[config.mk]
export PLATFORM = sky130hd
export DESIGN_NAME = pipe_skid_flat
export DESIGN_NICKNAME = d
export VERILOG_FILES = /design/src/rtl/pipe_skid_if.sv /design/src/rtl/pipe_skid.sv /design/src/flat_wrapper.sv
export SDC_FILE = /design/constraint.sdc
export NUM_CORES = 1
export LEC_CHECK = 0
export CAP_MARGIN = 20
export CORE_MARGIN = 8
export CORE_UTILIZATION = 49
export CTS_CLUSTER_SIZE = 10
export DETAILED_ROUTE_END_ITERATION = 10
export GPL_ROUTABILITY_DRIVEN = 1
export PLACE_DENSITY = 0.89
export SETUP_SLACK_MARGIN = 0.5
export SLEW_MARGIN = 25
export SYNTH_ARGS = -nofsm -noshare
export SYNTH_HDL_FRONTEND = slang
export SYNTH_SLANG_ARGS = --single-unit
[constraint.sdc]
create_clock -name clk -period 2.13 [get_ports clk]
set_input_delay 0.213 -clock clk [delete_from_list [all_inputs] [get_ports clk]]
set_output_delay 0.213 -clock clk [all_outputs]
set_load 0.02 [all_outputs]
[src/rtl/pipe_skid_if.sv]
// Valid/ready handshake bundle for pipe_skid: upstream request side and downstream response side.
// The slave modport is the buffer's view; the master modport is the surrounding stages' view.
interface pipe_skid_if #(
    parameter int DW = 32
);
    logic          i_valid;
    logic          i_ready;
    logic [DW-1:0] i_data;
    logic          o_valid;
    logic          o_ready;
    logic [DW-1:0] o_data;
    logic [1:0]    o_cnt;

    modport slave (
        input  i_valid, i_data, o_ready,
        output i_ready, o_valid, o_data, o_cnt
    );

    modport master (
        output i_valid, i_data, o_ready,
        input  i_ready, o_valid, o_data, o_cnt
    );
endinterface

[src/rtl/pipe_skid.sv]
// Two-entry valid/ready skid buffer: a main (head) register plus a skid register.
// i_ready, o_valid and o_data come straight from flops, so o_ready has no combinational path upstream.
module pipe_skid #(
    parameter int            DW        = 32,
    parameter logic [DW-1:0] RESET_VAL = '0
) (
    input  logic        clk,
    input  logic        rst_n,
    input  logic        flush,
    pipe_skid_if.slave  bus
);
    // Encoding chosen so bit 0 is main_v and bit 1 is skid_v; 2'b10 is unreachable.
    typedef enum logic [1:0] {
        EMPTY = 2'b00,
        ONE   = 2'b01,
        FULL  = 2'b11
    } state_t;

    state_t        r_state;
    state_t        w_state_nxt;
    logic [DW-1:0] r_main_q;
    logic [DW-1:0] r_skid_q;

    logic w_main_v;
    logic w_skid_v;
    logic w_in;
    logic w_out;
    logic w_ld_main;
    logic w_main_from_skid;
    logic w_ld_skid;

    assign w_main_v = r_state[0];
    assign w_skid_v = r_state[1];
    assign w_in     = bus.i_valid & ~w_skid_v;
    assign w_out    = w_main_v & bus.o_ready;

    assign bus.i_ready = ~w_skid_v;
    assign bus.o_valid = w_main_v;
    assign bus.o_data  = r_main_q;
    assign bus.o_cnt   = {1'b0, w_main_v} + {1'b0, w_skid_v};

    always_ff @(posedge clk or negedge rst_n) begin
        if (!rst_n) r_state <= EMPTY;
        else        r_state <= w_state_nxt;
    end

    always_comb begin
        w_state_nxt      = r_state;
        w_ld_main        = 1'b0;
        w_main_from_skid = 1'b0;
        w_ld_skid        = 1'b0;
        if (flush) begin
            // Flush wins outright: nothing is captured, data registers keep their contents.
            w_state_nxt = EMPTY;
        end else begin
            case (r_state)
                EMPTY: begin
                    if (w_in) begin
                        w_ld_main   = 1'b1;
                        w_state_nxt = ONE;
                    end
                end
                ONE: begin
                    if (w_in && w_out) begin
                        w_ld_main = 1'b1;
                    end else if (w_in) begin
                        w_ld_skid   = 1'b1;
                        w_state_nxt = FULL;
                    end else if (w_out) begin
                        w_state_nxt = EMPTY;
                    end
                end
                FULL: begin
                    if (w_out) begin
                        w_ld_main        = 1'b1;
                        w_main_from_skid = 1'b1;
                        w_state_nxt      = ONE;
                    end
                end
                default: w_state_nxt = EMPTY;
            endcase
        end
    end

    always_ff @(posedge clk or negedge rst_n) begin
        if (!rst_n) begin
            r_main_q <= RESET_VAL;
            r_skid_q <= RESET_VAL;
        end else begin
            if (w_ld_main) r_main_q <= w_main_from_skid ? r_skid_q : bus.i_data;
            if (w_ld_skid) r_skid_q <= bus.i_data;
        end
    end
endmodule

[src/flat_wrapper.sv]
// flat-port wrapper written by rule: the top's interface ports become plain ports
module pipe_skid_flat 
#(
    parameter int            DW        = 32,
    parameter logic [DW-1:0] RESET_VAL = '0
)
  (clk, rst_n, flush, bus_i_valid, bus_i_data, bus_o_ready, bus_i_ready, bus_o_valid, bus_o_data, bus_o_cnt);
  pipe_skid_if #(.DW(DW)) bus_i ();
  input  logic clk;
  input  logic rst_n;
  input  logic flush;
  input wire logic [$bits(bus_i.i_valid)-1:0] bus_i_valid;
  input wire logic [$bits(bus_i.i_data)-1:0] bus_i_data;
  input wire logic [$bits(bus_i.o_ready)-1:0] bus_o_ready;
  output wire logic [$bits(bus_i.i_ready)-1:0] bus_i_ready;
  output wire logic [$bits(bus_i.o_valid)-1:0] bus_o_valid;
  output wire logic [$bits(bus_i.o_data)-1:0] bus_o_data;
  output wire logic [$bits(bus_i.o_cnt)-1:0] bus_o_cnt;
  assign bus_i.i_valid = bus_i_valid;
  assign bus_i.i_data = bus_i_data;
  assign bus_i.o_ready = bus_o_ready;
  assign bus_i_ready = bus_i.i_ready;
  assign bus_o_valid = bus_i.o_valid;
  assign bus_o_data = bus_i.o_data;
  assign bus_o_cnt = bus_i.o_cnt;
  pipe_skid #(.DW(DW), .RESET_VAL(RESET_VAL)) u_core (.clk(clk), .rst_n(rst_n), .flush(flush), .bus(bus_i));
endmodule
# Word-level counts from Yosys, hierarchy flattened
# Index checks and enable logic that the tools add are counted.
word_totals:
  reg_bits: 66
  input_bits: 37
  elab_cells: 34
classes:
  add_sub_neg: 1
  n_eq_ne: 6
  muxes: 18
  bitwise_logic: 3
  reduce_logical: 3
ops:
  columns: ["operator", "n"]
  rows:
  - ["two-way mux 32 bit", 1]
  - ["two-way mux 2 bit", 6]
  - ["two-way mux 1 bit", 9]
  - ["!= test 3 x 2 -> 1 bit, second input constant", 2]
  - ["case mux 2 bit (3 select lines)", 1]
  - ["!= test 4 x 2 -> 1 bit, second input constant", 1]
  - ["AND reduction 4 bit", 1]
  - ["!= test 3 bit, second input constant", 1]
  - ["case mux 1 bit (3 select lines)", 1]
  - ["adder 1 x 1 -> 2 bit", 1]
  - ["bitwise AND 1 bit", 2]
  - ["== test 2 x 1 -> 1 bit, second input constant", 1]
  - ["== test 2 bit, second input constant", 1]
  - ["zero test 2 bit", 1]
  - ["logical AND 1 bit", 1]
  - ["inverter 1 bit", 1]

# Longest topological paths before layout
# Gate-level depths: netlist (run 1).
depth:
  ltp_word: 6
  mapped_depth: 7

# Least setup slack after synthesis (run 1)
# OpenSTA, ideal clock, no wires.
synth_path:
  path_kind: "register to register"
  startpoint: "register u_core.r_state[0]"
  endpoint: "register u_core.r_main_q[14] (netlist: u_core.bus.o_data[14])"
  setup_ps: 125
  arrival_time_ps: 1971
  path_slack_ps: 35
  stages_incl_launch_ff: 6
  synth_period_minus_slack_ps: 2095
  path_cell_list: "dfrtp_1 -> ha_1 -> a32oi_1 -> a211oi_4 -> buf_6 -> mux2_2"
synth_via:
  elab_chain_len: 5
  word_cells_on_any_way: 12
  cone_classes: "eq/ne: 2; mux: 7; bitwise: 1; reduce/logical: 2"
synth_rtl:
  columns: ["item", "line", "rtl"]
  rows:
  - ["start, declared", "pipe_skid.sv:19", "state_t r_state;"]
  - ["start signal, assigned", "pipe_skid.sv:44", "else r_state <= w_state_nxt;"]
  - ["bitwise AND 1 bit", "pipe_skid.sv:35", "assign w_out = w_main_v & bus.o_ready;"]
  - ["logical AND 1 bit or two-way mux 1 bit (tied branches)", "pipe_skid.sv:64, pipe_skid.sv:74", null]
  - ["two-way mux 1 bit (on tied branches)", "pipe_skid.sv:64, pipe_skid.sv:56", null]
  - ["case mux 1 bit (3 select lines) or two-way mux 1 bit (tied branches)", "pipe_skid.sv:56, pipe_skid.sv:52", null]
  - ["two-way mux 1 bit or two-way mux 32 bit (tied branches)", "pipe_skid.sv:52, pipe_skid.sv:90", null]
  - ["end signal, assigned", "pipe_skid.sv:90", "if (w_ld_main) r_main_q <= w_main_from_skid ? r_skid_q : bus.i_data;"]
  - ["end, declared", "pipe_skid.sv:21", "logic [DW-1:0] r_main_q;"]
# Several ways; a longest one is shown, not always the timed one.
# A chain may end at the register's enable or synchronous reset.

# Final worst setup path (run 1)
layout_path:
  startpoint: "register u_core.r_state[1]"
  endpoint: "register u_core.r_main_q[3] (netlist: u_core.bus.o_data[3])"
layout_via:
  elab_chain_len: 6
  word_cells_on_any_way: 13
  cone_classes: "eq/ne: 2; mux: 7; bitwise: 2; reduce/logical: 2"
layout_rtl:
  columns: ["item", "line", "rtl"]
  rows:
  - ["inverter 1 bit", "pipe_skid.sv:34", "assign w_in = bus.i_valid & ~w_skid_v;"]
  - ["bitwise AND 1 bit", "pipe_skid.sv:34", null]
  - ["logical AND 1 bit", "pipe_skid.sv:64", "if (w_in && w_out) begin"]
  - ["two-way mux 1 bit", "pipe_skid.sv:64", null]
  - ["case mux 1 bit (3 select lines)", "pipe_skid.sv:56", "case (r_state)"]
  - ["two-way mux 1 bit", "pipe_skid.sv:52", "if (flush) begin"]
# Several ways; a longest one is shown, not always the timed one.

==> results.py, run 1 <==
metrics = {
    "timing": {
        "max_clock_freq_mhz": 523,
        "slew_viol_final": 0,
        "fin_crit_sh_pct": 89.8,
        "fin_setup_tns_ps": 0,
        "rsz0062_at_grt": "true",
        "hold_violations": 0,
        "slew_headroom_pct": 60.2,
        "setup_viol": 0,
        "min_period_ps": 1910,
        "worstMarginPinSlew_ps": 597,
        "clock_skew_ps": 7.37,
    },
    "clock_tree": {
        "cts_root_buffer": "clkbuf_8",
        "cts_tree": "built",
        "htreeDepth": 3,
        "cts_buffers": 9,
        "clk_latency_ps": 330,
        "path_clk_slew_ps": 70,
        "cts_sinks": 66,
        "clockBufferDepth": 2,
    },
    "floorplanning": {
        "ioPinCount": 73,
        "die_area_um2": 9010,
        "die_w_um": 94.9,
        "core_area_um2": 5960,
        "initial_core_util_pct": 51.3,
        "die_h_um": 94.9,
        "fp-row-count": 28,
    },
    "grt": {
        "antenna_found_initial": 0,
        "grt_max_degree": 27,
        "grt_pass1_wl_mm": 11.1,
        "grt_pass1_vias": 2210,
        "grt_usage_pct": 16.0,
        "grt_remaining_overflow": 0,
    },
    "power": {
        "leakagePower_uw": 0.00187,
        "power_uw": 5760,
        "p_per_area_nw_per_um2": 1330,
        "vdd_drop_max_mv": 0.841,
    },
    "synthesis": {
        "synthesis.nets": 237,
        "synth_xor_area_share_pct": 0.287,
        "synth_top_area_share_pct": 54.1,
        "synth_area_leaders": "dfrtp_1, mux2_2, mux2_4",
        "synth-seq-cells": 66,
        "synth_compound_area_share_pct": 2.01,
        "syn_area_um2": 3050,
        "synth_adder_area_share_pct": 1.64,
        "synth_cell_types": 23,
        "ys_seq_area_share_pct": 54.1,
        "synth_cells": 196,
        "synth.area.mux_share_pct": 36.4,
        "synth_warnings": 0,
        "synth_top_family_by_area": "multiplexers",
        "yosys.area.top_type": "dfrtp_1",
        "yosys.area_share.simple_pct": 2.17,
        "avgSynthCellArea_um2": 15.6,
    },
    "finish": {
        "diodes": 0,
        "fin_nets": 333,
        "layout-drive-gt1-share_pct": 49.3,
        "area_delta_synth_final_pct": 41.8,
    },
    "critical_path": {
        "cp.arrival_ps": 2120,
        "startpoint_type": "register",
        "worst-setup-path-type": "register to register",
        "endpoint_kind": "register",
        "required_ps": 2340,
        "reg2reg_from": "u_core.r_state[1]",
        "crit_fanout": 12,
        "reg2regPathDepth": 7,
        "crit_start": "u_core.r_state[1]",
        "reg2reg_slack_ps": 220,
    },
    "job": {
        "cap_violations": 0,
    },
    "detailed_routing": {
        "post_drt_wl_per_cell_um": 19.2,
        "num_vias": 1976,
        "ant_nets": 0,
        "routed_wl_mm": 7.12,
        "post-route-drc-count": 0,
        "drt_pass1_iterations": 4,
        "viasPerCell": 5.33,
        "drt_iter0_markers": 40,
    },
    "min_path": {
        "min_path_type": "input pin to asynchronous set/reset pin",
    },
    "placed_design": {
        "dp_hpwl_mm": 4.53,
        "io_buffers": 72,
        "gp_congestion": 0.851,
    },
    "status": {
        "outcome": "complete, no violations",
    },
}
[worst max-delay path, cell delays in order, from the launching register on]
cell	delay, ps
dfrtp_2	470
inv_4	110
ha_4	140
nand4_1	120
a211oi_4	280
buf_6	170
buf_12	140
mux2_2	350
[power by group]
part | leakage [µW] | internal, µW | total (µW) | switching (µW)
logic | 0.000985 | 1470 | 2510 | 1040
clock network | 0.0000962 | 563 | 1010 | 444
registers | 0.000788 | 1880 | 2240 | 355
total | 0.00187 | 3920 | 5760 | 1840
[cells in the mapped netlist, drive strengths merged]
library cell and number:
a211o 1, nand3b 1, mux2i 1, nand2b 2, a21boi 1, nand4b 1
dfrtp 66, a32oi 1, a221oi 1, xnor2 1, mux2 96, buf 10
nor2b 1, nand2 3, nand4 1, inv 2, a22oi 1, or3 1
ha 4, a211oi 1
[area by class of cell]
| type | count | area [µm²] |
|---|---|---|
| sequential | 66 | 1650 |
| clock buffer | 12 | 145 |
| timing repair buffer | 95 | 1010 |
| tap | 75 | 93.8 |
| fill | 427 | 1630 |
| multi-input combinational | 118 | 1380 |
| clock inverter | 3 | 40.0 |
| inverter | 2 | 10.0 |
[cells by family after synthesis]
| group | after synthesis |
|---|---|
| buf+inv | 12 |
| fa+ha+maj | 4 |
| flops | 66 |
| compound gates | 6 |
| xor+xnor | 1 |
| simple gates | 10 |
| mux | 97 |
[sequential cells by signal, indices dropped and copies added (netlist names)]
signal and cells:
u_core.bus.o_data 32, u_core.r_skid_q 32, u_core.r_state 2
[final timing paths]
kind	endpoint
min in group clk	u_core.r_skid_q[27]
max	u_core.bus.o_data[3]
max in group asynchronous	u_core.bus.o_data[14]
max reg2reg	u_core.bus.o_data[3]
min	u_core.r_skid_q[12]
min reg2reg	u_core.r_skid_q[27]
[metal layers]
layer  GRT usage [%]  wire [µm]  up-vias
met1            18.7       3010     1026
met4            7.41         82        0
li1                -          -      895
met3            4.13        380        7
met2            26.9       3650       48
met5               0          0        -
[what timing repair did]
item | CTS | global route
resized for setup | 23 | 5
cloned | 1 | 2
hold endpoints to repair | 22 | 0
setup endpoints to repair | 69 | 66
setup buffers | 6 | 2
hold buffers | 1 | 0
[per-stage QoR]
stage	hold WS, ps	cell area [µm²]	utilization (%)	cells	setup slack [ps]
floorplan	-82.6	3070	-	196	268
global placement	245	3910	65.6	344	101
detailed placement	249	3910	65.6	344	88.7
CTS	420	4260	71.5	367	267
global route	464	4330	72.7	371	182
finish	427	4330	72.7	371	217
[placed cells by master (no fill, tap or decap), types with 3 or more instances in the layout]
| cell | Yosys | routed |
|---|---|---|
| mux2_2 | 91 | 84 |
| clkdlybuf4s50_1 | 0 | 67 |
| dfrtp_1 | 66 | 64 |
| mux2_4 | 5 | 12 |
| buf_4 | 0 | 11 |
| clkbuf_8 | 0 | 10 |
| buf_12 | 0 | 4 |
| ha_4 | 0 | 3 |
| dlygate4sd2_1 | 0 | 3 |
| buf_6 | 6 | 3 |
Note: power is estimated with default switching activity, not from simulation.
==> inputs of run 2 (changes only) <==
Settings changed: TNS_END_PERCENT set to 30.
==> results.py, run 2 (same netlist as run 1, synthesis figures left out) <==
metrics = {
    "clock_tree": {
        "clk_latency_ps": 330,
        "path_clk_slew_ps": 70,
        "cts_sinks": 66,
        "cts_buffers": 9,
        "clockBufferDepth": 2,
        "htreeDepth": 3,
        "cts_root_buffer": "clkbuf_8",
        "cts_tree": "built",
    },
    "timing": {
        "max_clock_freq_mhz": 521,
        "slew_headroom_pct": 61.0,
        "fin_crit_sh_pct": 90.1,
        "fin_setup_tns_ps": 0,
        "worstMarginPinSlew_ps": 585,
        "slew_viol_final": 0,
        "setup_viol": 0,
        "clock_skew_ps": 6.38,
        "rsz0062_at_grt": "true",
        "hold_violations": 0,
        "min_period_ps": 1920,
        "hold_ws_ps": 419,
    },
    "min_path": {
        "min_path_type": "input pin to asynchronous set/reset pin",
    },
    "critical_path": {
        "path_delay_family": "flip-flops",
        "max_stage_delay_ps": 480,
        "endpoint_kind": "register",
        "path_buf_inv": 3,
        "startpoint_type": "register",
        "crit_fanout": 6,
        "required_ps": 2340,
        "cp.arrival_ps": 2130,
        "worst-setup-path-type": "register to register",
        "cp_slowest_cell": "dfrtp_2",
        "worstPathCellList": "inv_4 > ha_4 > nand4_1 > a211oi_4 > buf_6 > clkbuf_16 > mux2_4",
    },
    "finish": {
        "final_cell_mix": "clkdlybuf4s50_1, mux2_2, dfrtp_1, mux2_4, clkbuf_8",
        "layout-drive-gt1-share_pct": 47.6,
        "fin_nets": 332,
        "final_common_cell": "clkdlybuf4s50_1",
        "area_delta_synth_final_pct": 43.2,
        "diodes": 0,
        "multiInputGateArea_um2": 1410,
        "nFillCells": 387,
        "seqCellArea_um2": 1650,
    },
    "placed_design": {
        "dp_hpwl_mm": 4.53,
        "gp_congestion": 0.857,
        "io_buffers": 72,
    },
    "power": {
        "vdd_drop_max_mv": 0.841,
        "clkPwrFrac_pct": 17.7,
        "internal_power_uw": 4000,
        "switching_share_pct": 31.6,
        "leakagePower_uw": 0.00192,
        "switchingPower_uw": 1850,
        "p_per_area_nw_per_um2": 1340,
        "power_frac_comb_pct": 43.7,
        "pwr-share-seq_pct": 38.6,
    },
    "detailed_routing": {
        "routed_wl_mm": 7.19,
        "num_vias": 1960,
        "ant_nets": 0,
        "post_drt_wl_per_cell_um": 19.5,
        "drt_iter0_markers": 35,
        "drt_pass1_iterations": 4,
        "viasPerCell": 5.31,
        "post-route-drc-count": 0,
    },
    "floorplanning": {
        "ioPinCount": 73,
        "fp-row-count": 28,
        "die_area_um2": 9010,
        "core_area_um2": 5960,
        "die_w_um": 94.9,
        "die_h_um": 94.9,
        "initial_core_util_pct": 51.3,
    },
    "grt": {
        "antenna_found_initial": 0,
        "grt_remaining_overflow": 0,
        "grt_usage_pct": 15.6,
        "grt_pass1_vias": 2155,
        "grt_max_degree": 27,
        "grt_pass1_wl_mm": 10.8,
    },
    "job": {
        "cap_violations": 0,
    },
    "status": {
        "outcome": "complete, no violations",
    },
}
## run 2: cell types whose count changed in the layout (fill, tap and decap cells not counted), sizes merged
cell           previous run  this run
clkbuf                   15        14
clkdlybuf4s50            67        70
buf                      21        19
dlygate4sd2               3         1
## run 2: timing repair
action | 4_1_cts | 5_1_grt
pin swaps | 0 | 2
cloned | 2 | 3
hold buffers | 1 | 0
hold endpoints to repair | 22 | 0
buffers inserted | 2 | 3
gates resized for setup | 7 | 28
setup endpoints to repair | 68 | 69
## run 2: metrics by stage
step / setup slack (ps) / power, µW / area [µm²] / instances / util, %
4_1_cts: 235 / 5630 / 4170 / 363 / 70.1
5_1_grt: 144 / 6160 / 4370 / 369 / 73.4
3_5_place_dp: 82.1 / 4530 / 3910 / 344 / 65.6
3_3_place_gp: 105 / 4430 / 3910 / 344 / 65.6
2_1_floorplan: 268 / 3510 / 3070 / 196 / -
6_report: 211 / 5840 / 4370 / 369 / 73.4
## run 2: layout make-up
| type | instances | area share (%) |
|---|---|---|
| Clock buffer | 11 | 3.46 |
| Clock inverter | 3 | 0.916 |
| Inverter | 2 | 0.229 |
| Multi-Input combinational cell | 118 | 32.2 |
| Sequential cell | 66 | 37.8 |
| Tap cell | 75 | 2.15 |
| Timing Repair Buffer | 94 | 23.2 |
## run 2: routing by layer
layer / GRT usage (%) / vias up / part of all wire [%] / wire length [µm]
met5: 0 / - / 0 / 0
met4: 7.67 / 0 / 1.4 / 101
met3: 4.29 / 9 / 5.3 / 378
met2: 26.2 / 53 / 50 / 3600
met1: 18.0 / 1000 / 43 / 3110
li1: - / 898 / - / -
## run 2: worst paths after layout
kind | from | to | slack, ps | cells after the start
min in group clk | u_core.r_skid_q[25] | u_core.r_skid_q[25] | 500 | 1
worst min-delay path | rst_n | u_core.r_state[0] | 420 | 2
max in group asynchronous | rst_n | u_core.bus.o_data[22] | 1050 | 3
worst max register to register | u_core.r_state[1] | u_core.bus.o_data[2] | 210 | 7
worst min register to register | u_core.r_skid_q[25] | u_core.r_skid_q[25] | 500 | 1
worst max-delay path | u_core.r_state[1] | u_core.bus.o_data[2] | 210 | 7
## run 2: worst register-to-register path, delay by kind of cell (launching register included)
kind                       cells  cell delay (ps)
DFF                            1              480
buffers and inverters          3              470
AOI/OAI and AO/OA              1              300
muxes                          1              300
adders and majority gates      1              130
and+or+nand+nor                1              130
## run 2: power by group through the flow
| stage | registers, µW | logic, µW | clock network [µW] |
|---|---|---|---|
| floorplan | 2570 | 939 | 0 |
| global placement | 2210 | 2220 | 0 |
| detailed placement | 2250 | 2270 | 0 |
| CTS | 2240 | 2340 | 1050 |
| global route | 2340 | 2710 | 1110 |
| finish | 2260 | 2550 | 1030 |
==> inputs of run 3 (changes only) <==
Settings changed: PLACE_DENSITY 0.89 to not set, PLACE_DENSITY_LB_ADDON set to 0.08.
==> results.py, run 3 (same netlist as run 1, synthesis figures left out) <==
metrics = {
    "status": {
        "outcome": "complete, no violations",
    },
    "critical_path": {
        "cp_slowest_cell": "dfrtp_2",
        "startpoint_type": "register",
        "worst-setup-path-type": "register to register",
        "worstPathCellList": "buf_6 > ha_4 > nand4b_1 > buf_12 > mux2_2 > mux2_4",
        "crit_fanout": 21,
        "max_stage_delay_ps": 470,
        "required_ps": 2340,
        "endpoint_kind": "register",
        "cp.arrival_ps": 2120,
    },
    "placed_design": {
        "io_buffers": 72,
        "post_dp_cell_area_um2": 3890,
        "dp_hpwl_mm": 4.46,
        "gp_congestion": 0.820,
        "dp_cells": 342,
    },
    "clock_tree": {
        "htreeDepth": 3,
        "clockBufferDepth": 2,
        "cts_sinks": 66,
        "cts_tree": "built",
        "path_clk_slew_ps": 70,
        "clk_latency_ps": 330,
        "cts_root_buffer": "clkbuf_8",
        "cts_buffers": 9,
    },
    "floorplanning": {
        "die_w_um": 94.9,
        "fp-row-count": 28,
        "die_area_um2": 9010,
        "ioPinCount": 73,
        "die_h_um": 94.9,
        "initial_core_util_pct": 51.3,
        "core_area_um2": 5960,
    },
    "detailed_routing": {
        "ant_nets": 0,
        "post_drt_wl_per_cell_um": 18.0,
        "drt_pass1_iterations": 4,
        "routed_wl_mm": 6.65,
        "wl_met3_um": 482,
        "post-route-drc-count": 0,
        "wl_met2_mm": 3.30,
        "num_vias": 1922,
        "highest_layer": "met4",
        "m1WireLength_mm": 2.85,
        "drt_iter0_markers": 64,
        "viasPerCell": 5.21,
    },
    "job": {
        "cap_violations": 0,
    },
    "min_path": {
        "min_path_type": "input pin to asynchronous set/reset pin",
    },
    "grt": {
        "antenna_found_initial": 0,
        "grt_max_degree": 30,
        "grt_remaining_overflow": 0,
        "grt_pass1_wl_mm": 10.7,
        "grt_pass1_vias": 2174,
        "grt_usage_pct": 15.5,
    },
    "timing": {
        "hold_ws_ps": 402,
        "rsz0062_at_grt": "true",
        "slew_headroom_pct": 62.4,
        "min_period_ps": 1910,
        "setup_viol": 0,
        "slew_viol_final": 0,
        "worstMarginPinSlew_ps": 564,
        "max_clock_freq_mhz": 525,
        "clock_skew_ps": 8.12,
        "fin_crit_sh_pct": 89.5,
        "fin_setup_tns_ps": 0,
        "hold_violations": 0,
    },
    "finish": {
        "final_common_cell": "mux2_2",
        "final_cell_mix": "mux2_2, clkdlybuf4s50_1, dfrtp_1, mux2_4, buf_4",
        "post-route-util_pct": 73.1,
        "area_delta_synth_final_pct": 42.7,
        "fin_area_um2": 4360,
        "final_cells": 369,
        "fin_nets": 330,
        "diodes": 0,
        "layout-drive-gt1-share_pct": 47.6,
    },
    "power": {
        "p_per_area_nw_per_um2": 1370,
        "vdd_drop_max_mv": 0.871,
        "leakagePower_uw": 0.00187,
    },
}
==> run 3: changes by cell type in the layout (fill, tap and decap cells not counted), moves of 2 or more <==
cell | previous run | this run
bufinv_16 | 1 | 3
clkbuf_8 | 11 | 9
clkbuf_1 | 0 | 2
mux2_4 | 28 | 18
clkbuf_16 | 3 | 1
mux2_2 | 68 | 78
==> run 3: worst paths after layout <==
check                                          from                    end  slack, ps  depth (start not counted)
min in group clk                u_core.r_skid_q[31]    u_core.r_skid_q[31]        500                          1
worst min register to register  u_core.r_skid_q[31]    u_core.r_skid_q[31]        500                          1
worst min-delay path                          rst_n  u_core.bus.o_data[26]        400                          2
worst max register to register    u_core.r_state[1]   u_core.bus.o_data[0]        220                          6
worst max-delay path              u_core.r_state[1]   u_core.bus.o_data[0]        220                          6
max in group asynchronous                     rst_n  u_core.bus.o_data[18]        950                          3
==> run 3: area by class of cell <==
type | count | area (µm²)
clock buffer | 11 | 131
clock inverter | 5 | 103
fill | 416 | 1600
inverter | 2 | 10.0
multi-input combinational | 118 | 1390
sequential | 66 | 1650
tap | 75 | 93.8
timing repair buffer | 92 | 973
==> run 3: per-stage QoR <==
stage	total power (µW)	worst slack, ps
finish	5990	224
floorplan	3510	268
detailed placement	4520	39.0
CTS	5910	226
global route	6310	157
global placement	4450	102
==> run 3: per-layer routing <==
layer,global-route usage [%],vias up
met5,0,-
met1,18.1,973
met2,25.1,54
met4,4.55,0
li1,-,893
met3,6.98,2
==> run 3: critical path: cells and delay by family (launching register included) <==
kind | cells | cell delay (ps)
buffers and inverters | 2 | 360
AND/OR/NAND/NOR | 1 | 180
adder cells (fa/ha/maj) | 1 | 160
flip-flops | 1 | 470
multiplexers | 2 | 610
==> run 3: power by group <==
part	leakage (µW)	internal, µW	switching (µW)	total (µW)
logic	0.000971	1500	1020	2520
clock network	0.000114	777	454	1230
registers	0.000788	1880	355	2240
total	0.00187	4160	1830	5990
==> run 3: repair_timing <==
action	in CTS	in global routing
hold buffers	1	0
gates cloned	2	1
endpoints found under the hold margin	23	0
gates resized for setup	10	14
endpoints found under the setup margin	69	70
pin swaps	1	2
setup buffers	7	0
